[src/rtl/field_join_pkg.sv]
// rtl/field_join_pkg.sv - shared types and helpers for the split-field join
package field_join_pkg;

    typedef enum logic [1:0] {
        EMPTY     = 2'd0,
        HAVE_A    = 2'd1,
        HAVE_B    = 2'd2,
        HAVE_BOTH = 2'd3
    } join_state_t;

    // Increment that sticks at the all-ones value of a 'width'-bit counter.
    function automatic logic [31:0] sat_inc(input logic [31:0] val, input int unsigned width);
        logic [31:0] max_val;
        max_val = (width >= 32) ? 32'hFFFF_FFFF : ((32'd1 << width) - 32'd1);
        return (val >= max_val) ? max_val : val + 32'd1;
    endfunction

endpackage

[src/rtl/field_join_slot.sv]
// rtl/field_join_slot.sv - one-entry hold register for a single field half
module field_join_slot #(
    parameter int W = 8
) (
    input  logic         clk,
    input  logic         rst,
    input  logic         load_i,
    input  logic         clear_i,
    input  logic [W-1:0] data_i,
    output logic [W-1:0] data_o,
    output logic         valid_o
);

    logic [W-1:0] data_q;
    logic         valid_q;

    // Load beats clear so a new half can refill the slot on the join edge.
    always_ff @(posedge clk) begin
        if (rst) begin
            data_q  <= '0;
            valid_q <= 1'b0;
        end else if (load_i) begin
            data_q  <= data_i;
            valid_q <= 1'b1;
        end else if (clear_i) begin
            valid_q <= 1'b0;
        end
    end

    assign data_o  = data_q;
    assign valid_o = valid_q;

endmodule

[src/rtl/field_join.sv]
// rtl/field_join.sv - rejoins independently handshaked upper/lower halves into one word
module field_join
    import field_join_pkg::*;
#(
    parameter int A_W     = 8,
    parameter int B_W     = 8,
    parameter int TIMEOUT = 16,
    parameter int CNT_W   = 8
) (
    input  logic                 clk,
    input  logic                 rst,
    input  logic [A_W-1:0]       a_data,
    input  logic                 a_valid,
    output logic                 a_ready,
    input  logic [B_W-1:0]       b_data,
    input  logic                 b_valid,
    output logic                 b_ready,
    output logic [A_W+B_W-1:0]   data_out,
    output logic                 out_valid,
    input  logic                 out_ready,
    output logic                 orphan_err,
    output logic [CNT_W-1:0]     orphan_cnt
);

    localparam int WAIT_W = (TIMEOUT > 2) ? $clog2(TIMEOUT) : 1;
    localparam logic [WAIT_W-1:0] WAIT_LAST = WAIT_W'((TIMEOUT > 0) ? TIMEOUT - 1 : 0);

    logic [A_W-1:0]     hold_a;
    logic [B_W-1:0]     hold_b;
    logic               hold_a_vld, hold_b_vld;
    logic               a_acc, b_acc, join_fire, expire;
    join_state_t        state;

    logic [WAIT_W-1:0]      wait_q, wait_d;
    logic                   out_valid_q, out_valid_d;
    logic [A_W+B_W-1:0]     data_q, data_d;
    logic                   err_q, err_d;
    logic [CNT_W-1:0]       cnt_q, cnt_d;

    assign state     = join_state_t'({hold_b_vld, hold_a_vld});
    assign join_fire = hold_a_vld & hold_b_vld & (~out_valid_q | out_ready);
    assign a_ready   = ~hold_a_vld | join_fire;
    assign b_ready   = ~hold_b_vld | join_fire;
    assign a_acc     = a_valid & a_ready;
    assign b_acc     = b_valid & b_ready;

    field_join_slot #(.W(A_W)) u_slot_a (
        .clk     (clk),
        .rst     (rst),
        .load_i  (a_acc),
        .clear_i (join_fire | expire),
        .data_i  (a_data),
        .data_o  (hold_a),
        .valid_o (hold_a_vld)
    );

    field_join_slot #(.W(B_W)) u_slot_b (
        .clk     (clk),
        .rst     (rst),
        .load_i  (b_acc),
        .clear_i (join_fire | expire),
        .data_i  (b_data),
        .data_o  (hold_b),
        .valid_o (hold_b_vld)
    );

    always_comb begin
        wait_d      = '0;
        expire      = 1'b0;
        out_valid_d = out_valid_q;
        data_d      = data_q;
        err_d       = 1'b0;
        cnt_d       = cnt_q;

        // A lone half ages until its partner arrives; arrival on the last cycle still wins.
        case (state)
            HAVE_A: if (TIMEOUT > 0 && !b_acc) begin
                if (wait_q == WAIT_LAST) expire = 1'b1;
                else                     wait_d = wait_q + 1'b1;
            end
            HAVE_B: if (TIMEOUT > 0 && !a_acc) begin
                if (wait_q == WAIT_LAST) expire = 1'b1;
                else                     wait_d = wait_q + 1'b1;
            end
            default: ;
        endcase

        if (join_fire) begin
            out_valid_d = 1'b1;
            data_d      = {hold_a, hold_b};
        end else if (out_ready) begin
            out_valid_d = 1'b0;
        end

        if (expire) begin
            err_d = 1'b1;
            cnt_d = CNT_W'(sat_inc(32'(cnt_q), CNT_W));
        end
    end

    always_ff @(posedge clk) begin
        if (rst) begin
            wait_q      <= '0;
            out_valid_q <= 1'b0;
            data_q      <= '0;
            err_q       <= 1'b0;
            cnt_q       <= '0;
        end else begin
            wait_q      <= wait_d;
            out_valid_q <= out_valid_d;
            data_q      <= data_d;
            err_q       <= err_d;
            cnt_q       <= cnt_d;
        end
    end

    assign data_out   = data_q;
    assign out_valid  = out_valid_q;
    assign orphan_err = err_q;
    assign orphan_cnt = cnt_q;

endmodule

[config.mk]
export PLATFORM = sky130hd
export DESIGN_NAME = field_join
export DESIGN_NICKNAME = d
export VERILOG_FILES = /design/src/rtl/field_join_pkg.sv /design/src/rtl/field_join_slot.sv /design/src/rtl/field_join.sv
export SDC_FILE = /design/constraint.sdc
export NUM_CORES = 1
export LEC_CHECK = 0
export BUFFER_PORTS_ARGS = -buffer_cell sky130_fd_sc_hd__buf_2
export CORE_ASPECT_RATIO = 1.1
export CORE_MARGIN = 2
export CORE_UTILIZATION = 52
export DETAILED_ROUTE_END_ITERATION = 16
export PLACE_DENSITY = 0.83
export SKIP_LAST_GASP = 1
export SYNTH_ARGS = -nofsm -noshare
export SYNTH_HDL_FRONTEND = slang
export SYNTH_SLANG_ARGS = --single-unit
export TNS_END_PERCENT = 5
[constraint.sdc]
create_clock -name clk -period 2.4 [get_ports clk]
set_input_delay 0.36 -clock clk [delete_from_list [all_inputs] [get_ports clk]]
set_output_delay 0.36 -clock clk [all_outputs]
set_load 0.05 [all_outputs]
== Yosys cells after proc, flatten, opt, wreduce, memory -nomap -nowiden ==
Cells that the tools add are included.
Widths: inputs -> output; s select.

* Bits in registers: 48
* Output and inout bits: 28
* Bits of input ports: 21
* Logic and storage cells: 44

* Reduce and logical (&&, ||, !) cells: 3
* Bitwise gates (word level): 11
* Magnitude comparators: 1
* Add/sub/neg operators: 2
* Mux-type cells: 15
* Eq/ne operators: 3

{| class="wikitable"
|+ Operator list
! cell !! number
|-
| $mux 4 || 3
|-
| $mux 1 || 9
|-
| $add 8x1->8 const B || 1
|-
| $ge 8x8->1 const B || 1
|-
| $mux 8 || 1
|-
| $pmux 4 s2 || 1
|-
| $reduce_bool 2->1 || 3
|-
| $add 4x1->4 const B || 1
|-
| $and 1x1->1 || 4
|-
| $eq 4x4->1 const B || 1
|-
| $or 1x1->1 || 4
|-
| $not 1->1 || 3
|-
| $eq 2x1->1 const B || 1
|-
| $eq 2x2->1 const B || 1
|-
| $pmux 1 s2 || 1
|}

== Logic depth before layout (Yosys ltp) ==
* Depth after elaboration: 10
* Mapped depth: 7
* Mapped depth without buffers: 6

== Hierarchy ==
From an unflattened synthesis, not the netlist that was laid out.

* Cells, all modules: 221
* Area, all modules: 1954.4 um2

{| class="wikitable"
|+ Modules (own cells, without submodules)
! module !! cells each !! times used !! area each (um2)
|-
| field_join || 161 || 1 || 1311.3
|-
| field_join_slot || 30 || 2 || 321.6
|}

== Worst setup path before layout ==
No wires, ideal clock.

* Path type: reg2reg
* From: reg u_slot_a.valid_q (netlist: u_slot_a.valid_o)
* To: reg u_slot_b.data_q[0] (netlist: u_slot_b.data_o[0])
* Path slack: -0.285 ns
* Cell stages (with the launch flop): 7
* Period minus slack after synthesis: 2.685 ns
* Required time: 2.266 ns
* Data arrival time: 2.551 ns
* Cells stage by stage: dfxtp_1 ha_1 inv_1 o21ai_0 nand2_1 nand2_1 a21oi_1

* Word-level cells in the longest chain between the ends: 4

{| class="wikitable"
|+ RTL lines
! what !! RTL line !! RTL
|-
| start: declaration || field_join_slot.sv:15 || <nowiki>logic valid_q;</nowiki>
|-
| start signal: assignment || field_join_slot.sv:21 || <nowiki>valid_q <= 1'b0;</nowiki>
|-
| start signal: assignment || field_join_slot.sv:24 || <nowiki>valid_q <= 1'b1;</nowiki>
|-
| start signal: assignment || field_join_slot.sv:26 || <nowiki>valid_q <= 1'b0;</nowiki>
|-
| $and 1x1->1 (2 in series) || field_join.sv:41 || <nowiki>assign join_fire = hold_a_vld & hold_b_vld & (~out_valid_q | out_ready);</nowiki>
|-
| $or 1x1->1 || field_join.sv:43 || <nowiki>assign b_ready = ~hold_b_vld | join_fire;</nowiki>
|-
| named net b_ready || field_join.sv:17 || <nowiki>output logic b_ready,</nowiki>
|-
| $and 1x1->1 || field_join.sv:45 || <nowiki>assign b_acc = b_valid & b_ready;</nowiki>
|-
| end signal: assignment || field_join_slot.sv:23 || <nowiki>data_q <= data_i;</nowiki>
|-
| end: declaration || field_join_slot.sv:14 || <nowiki>logic [W-1:0] data_q;</nowiki>
|}

The timed path passes the listed nets, and every way through them passes these cells.
A chain may end at the register's enable or synchronous reset.

== Worst setup path in the final report ==
* From: reg u_slot_b.valid_q (netlist: u_slot_b.valid_o)
* To: out a_ready

* Word-level cells in the longest chain between the ends: 3

{| class="wikitable"
|+ RTL lines
! what !! RTL line !! RTL
|-
| start: declaration || field_join_slot.sv:15 ||
|-
| start signal: assignment || field_join_slot.sv:21 ||
|-
| start signal: assignment || field_join_slot.sv:24 ||
|-
| start signal: assignment || field_join_slot.sv:26 ||
|-
| $and 1x1->1 (2 in series) || field_join.sv:41 ||
|-
| $or 1x1->1 || field_join.sv:42 || <nowiki>assign a_ready = ~hold_a_vld | join_fire;</nowiki>
|-
| end: declaration || field_join.sv:14 || <nowiki>output logic a_ready,</nowiki>
|}

Every way passes these cells.

==> results.md <==
- Startpoint type of the worst setup path: flop
- Largest stage delay, worst path: 460 ps
- Slew margin rel.: about 45%
- DR vias/cell: 5.17
- Pint: about 1.1 mW
- Inserted Clock Buffers: 5
- CTS Root Cell: clkbuf_8
- Post-DP HPWL: 2650 µm
- Drt first pass iters: 4
- Hold-fix buffers at CTS: 0
- Vias: 1,705
- Grt ovf: 0
- Combinational share of power: between 10% and 20%
- Max rail drop VDD: 290 µV
- Worst-path clk slew: 90 ps
- Placement Setup Slack: ~400 ps
- Pwr Density: 638 nW/µm²
- Mean post-synth cell area: 8.40 µm²
- Sequential area share after synthesis: 49.7%
- Max Fanout on Critical Path: 6
- Avg WL per Cell: 11.3 µm
- Die Y: 67.9 µm
- GPL Wtd Cong: 0.850
- Worst EP arrival: about 1800 ps
- Routed WL: roughly 3700 µm
- Post-CTS sizing: 0
- Synthesis-to-layout area growth: 19.5%
- Synth Warn #: 0
- Synth Instances: 230
- DRC: 0
- #FFs+latches synth: 48
- Fmax: 457 MHz
- Total global-route track usage: 18.3%
- Starting density of the core: 53.7%
- CTS Buffer Depth: 2
- Clk pwr share: roughly 33%
- Slowest cell on crit path: dfxtp_1
- Ratio of cells with drive above 1 in the final layout: 24.3%
- Placed cell areas: 2220 µm²
- Die area: 4220 µm²
- Worst path bufs/invs: 2
- Delay-heaviest family, CP: flip-flops
- Antenna violations before repair: 0
- Net load switching power: 0.371 mW
- Switch share: about a quarter
- Slack of the critical path: 210 ps
- Finished Cell Area: 2310 µm²
- RSZ-0062 raised after global routing: false
- Chip width: roughly 62 µm
- Filler cell count: 315
- Net count after synthesis: between 200 and 300
- Final Hold Vio Count: 0
- CTS tree: done
- # diodes: 0
- Unique masters post-synth: 33
- Max Cap Viol: 0
- IO Pins: 49
- Port bufs: 48
- Final #Nets: 305
- TNS Setup: 0 ps
- Crit. End Element: output port
- Slew Limit Fails: 0
- Hold slack: 292 ps
- Largest net degree at the start of global routing: 49
- Fin crit share: 91.2%
- Status: completed
- H-tree levels: 2
- Worst path cell trace: ha_1, inv_1, o21ai_0, buf_2
- Most area-hungry cell type in the Yosys netlist: dfxtp_1
- Global-route wire length before repair: 6140 µm
- Core area: approximately 3600 µm²
- CTS Sinks: 48
- Vias in the first global route: 1,444
- Leading post-synthesis cells by cell area: dfxtp_1, nand2_1, a21oi_1
- Detail Route Antenna Nets: 0
- Worst Hold Class: input port to flop
- Worst clock skew: 11.1 ps
- Critical path class: flop to output port
- Setup violations, final: 0
- Detailed Route Iter0 Violations: 124
- Sequential group share of total power: 56.8%
- LEAKAGE: 0.958 nW
- Cell Rows: 23
- Post-layout min period: ~2200 ps
- Design Power: 1.47 mW
- Synth top area share: about half
- Data required, critical path: a little over 2000 ps
- Slew at the pin closest to its max-slew limit: between 800 and 900 ps
- Synthesized area: 1930 µm²
- Skew-Pair Late Insertion Delay: approximately 300 ps
- # Post-CTS Setup Buffers: 0
path summary, 6_finish.rpt:
kind,cells after the start,slack [ps],to,from
worst max-delay path,4,210,a_ready,u_slot_b.valid_o
worst min-delay path,3,290,u_slot_a.data_o[5],a_data[5]
worst max register to register,6,410,orphan_cnt[5],u_slot_a.valid_o
worst min register to register,2,440,data_out[12],u_slot_a.data_o[4]
per-stage QoR:
step           util (%)  cells
4_1_cts            64.2    330
3_5_place_dp       61.6    322
5_1_grt            64.2    330
6_report           64.2    330
2_1_floorplan         -    230
3_3_place_gp       61.6    322
cell families after synthesis:
group | count (synthesis) | share of synthesized area, %
compound gates | 55 | 19.1
xor+xnor | 1 | 0.453
fa+ha+maj | 5 | 3.24
flops | 48 | 49.7
simple gates | 104 | 23.8
buf+inv | 17 | 3.75
power by group through the flow:
stage,clock (mW),combinational [mW],sequential [mW]
6_report,0.488,0.149,0.837
2_1_floorplan,0,0.0940,0.866
3_3_place_gp,0,0.149,0.854
5_1_grt,0.530,0.166,0.841
4_1_cts,0.499,0.151,0.837
3_5_place_dp,0,0.150,0.855
area by class of cell:
type / instances / area [µm²] / area share [%]
inverters: 8 / 30.0 / 1.30
flip-flops and latches: 48 / 961 / 41.6
multi-input cells: 165 / 900 / 38.9
repair buffers: 51 / 263 / 11.4
well taps: 50 / 62.6 / 2.71
clock buffers: 7 / 86.3 / 3.74
clock inverters: 1 / 7.51 / 0.325
synth_stat cells (all sizes together):
cell type / count
o21ai: 2
xnor2: 1
a211oi: 2
a2111oi: 1
dfxtp: 48
and3: 5
or2: 1
and2: 2
a311oi: 4
nor2b: 1
nor4b: 1
buf: 4
o221ai: 2
o21a: 2
and4: 2
nand2b: 2
nor2: 9
nand3: 4
o22ai: 1
nor4: 3
nor3: 3
a41oi: 2
a21oi: 38
inv: 8
nand2: 71
o211a: 1
clkbuf: 5
ha: 5
worst min-delay path, delay by kind of cell:
| kind | cells | cell delay (ps) |
|---|---|---|
| AOI/OAI and AO/OA | 1 | 50 |
| buffers and inverters | 1 | 90 |
| and+or+nand+nor | 1 | 40 |
cell usage in the layout, fill, tap and decap left out, types with 4 or more instances in the layout:
cell,count
nand3_1,4
buf_2,48
clkbuf_8,6
nand2_1,71
inv_1,8
and3_1,5
ha_1,5
dfxtp_1,48
a21oi_1,35
nor2_1,9
routing by layer:
layer	GRT usage, %	up-vias	share of wire, %
li1	-	884	-
met1	21.0	762	45
met2	32.9	53	47
met3	4.77	6	7.1
met4	8.33	0	0.89
met5	0	-	0
sequential cells by signal, indices dropped and copies added (netlist names):
register          flops
u_slot_b.valid_o      1
wait_q                4
orphan_err            1
out_valid             1
u_slot_a.data_o       8
u_slot_a.valid_o      1
u_slot_b.data_o       8
data_out             16
orphan_cnt            8
Note: power is estimated with default switching activity, not from simulation.
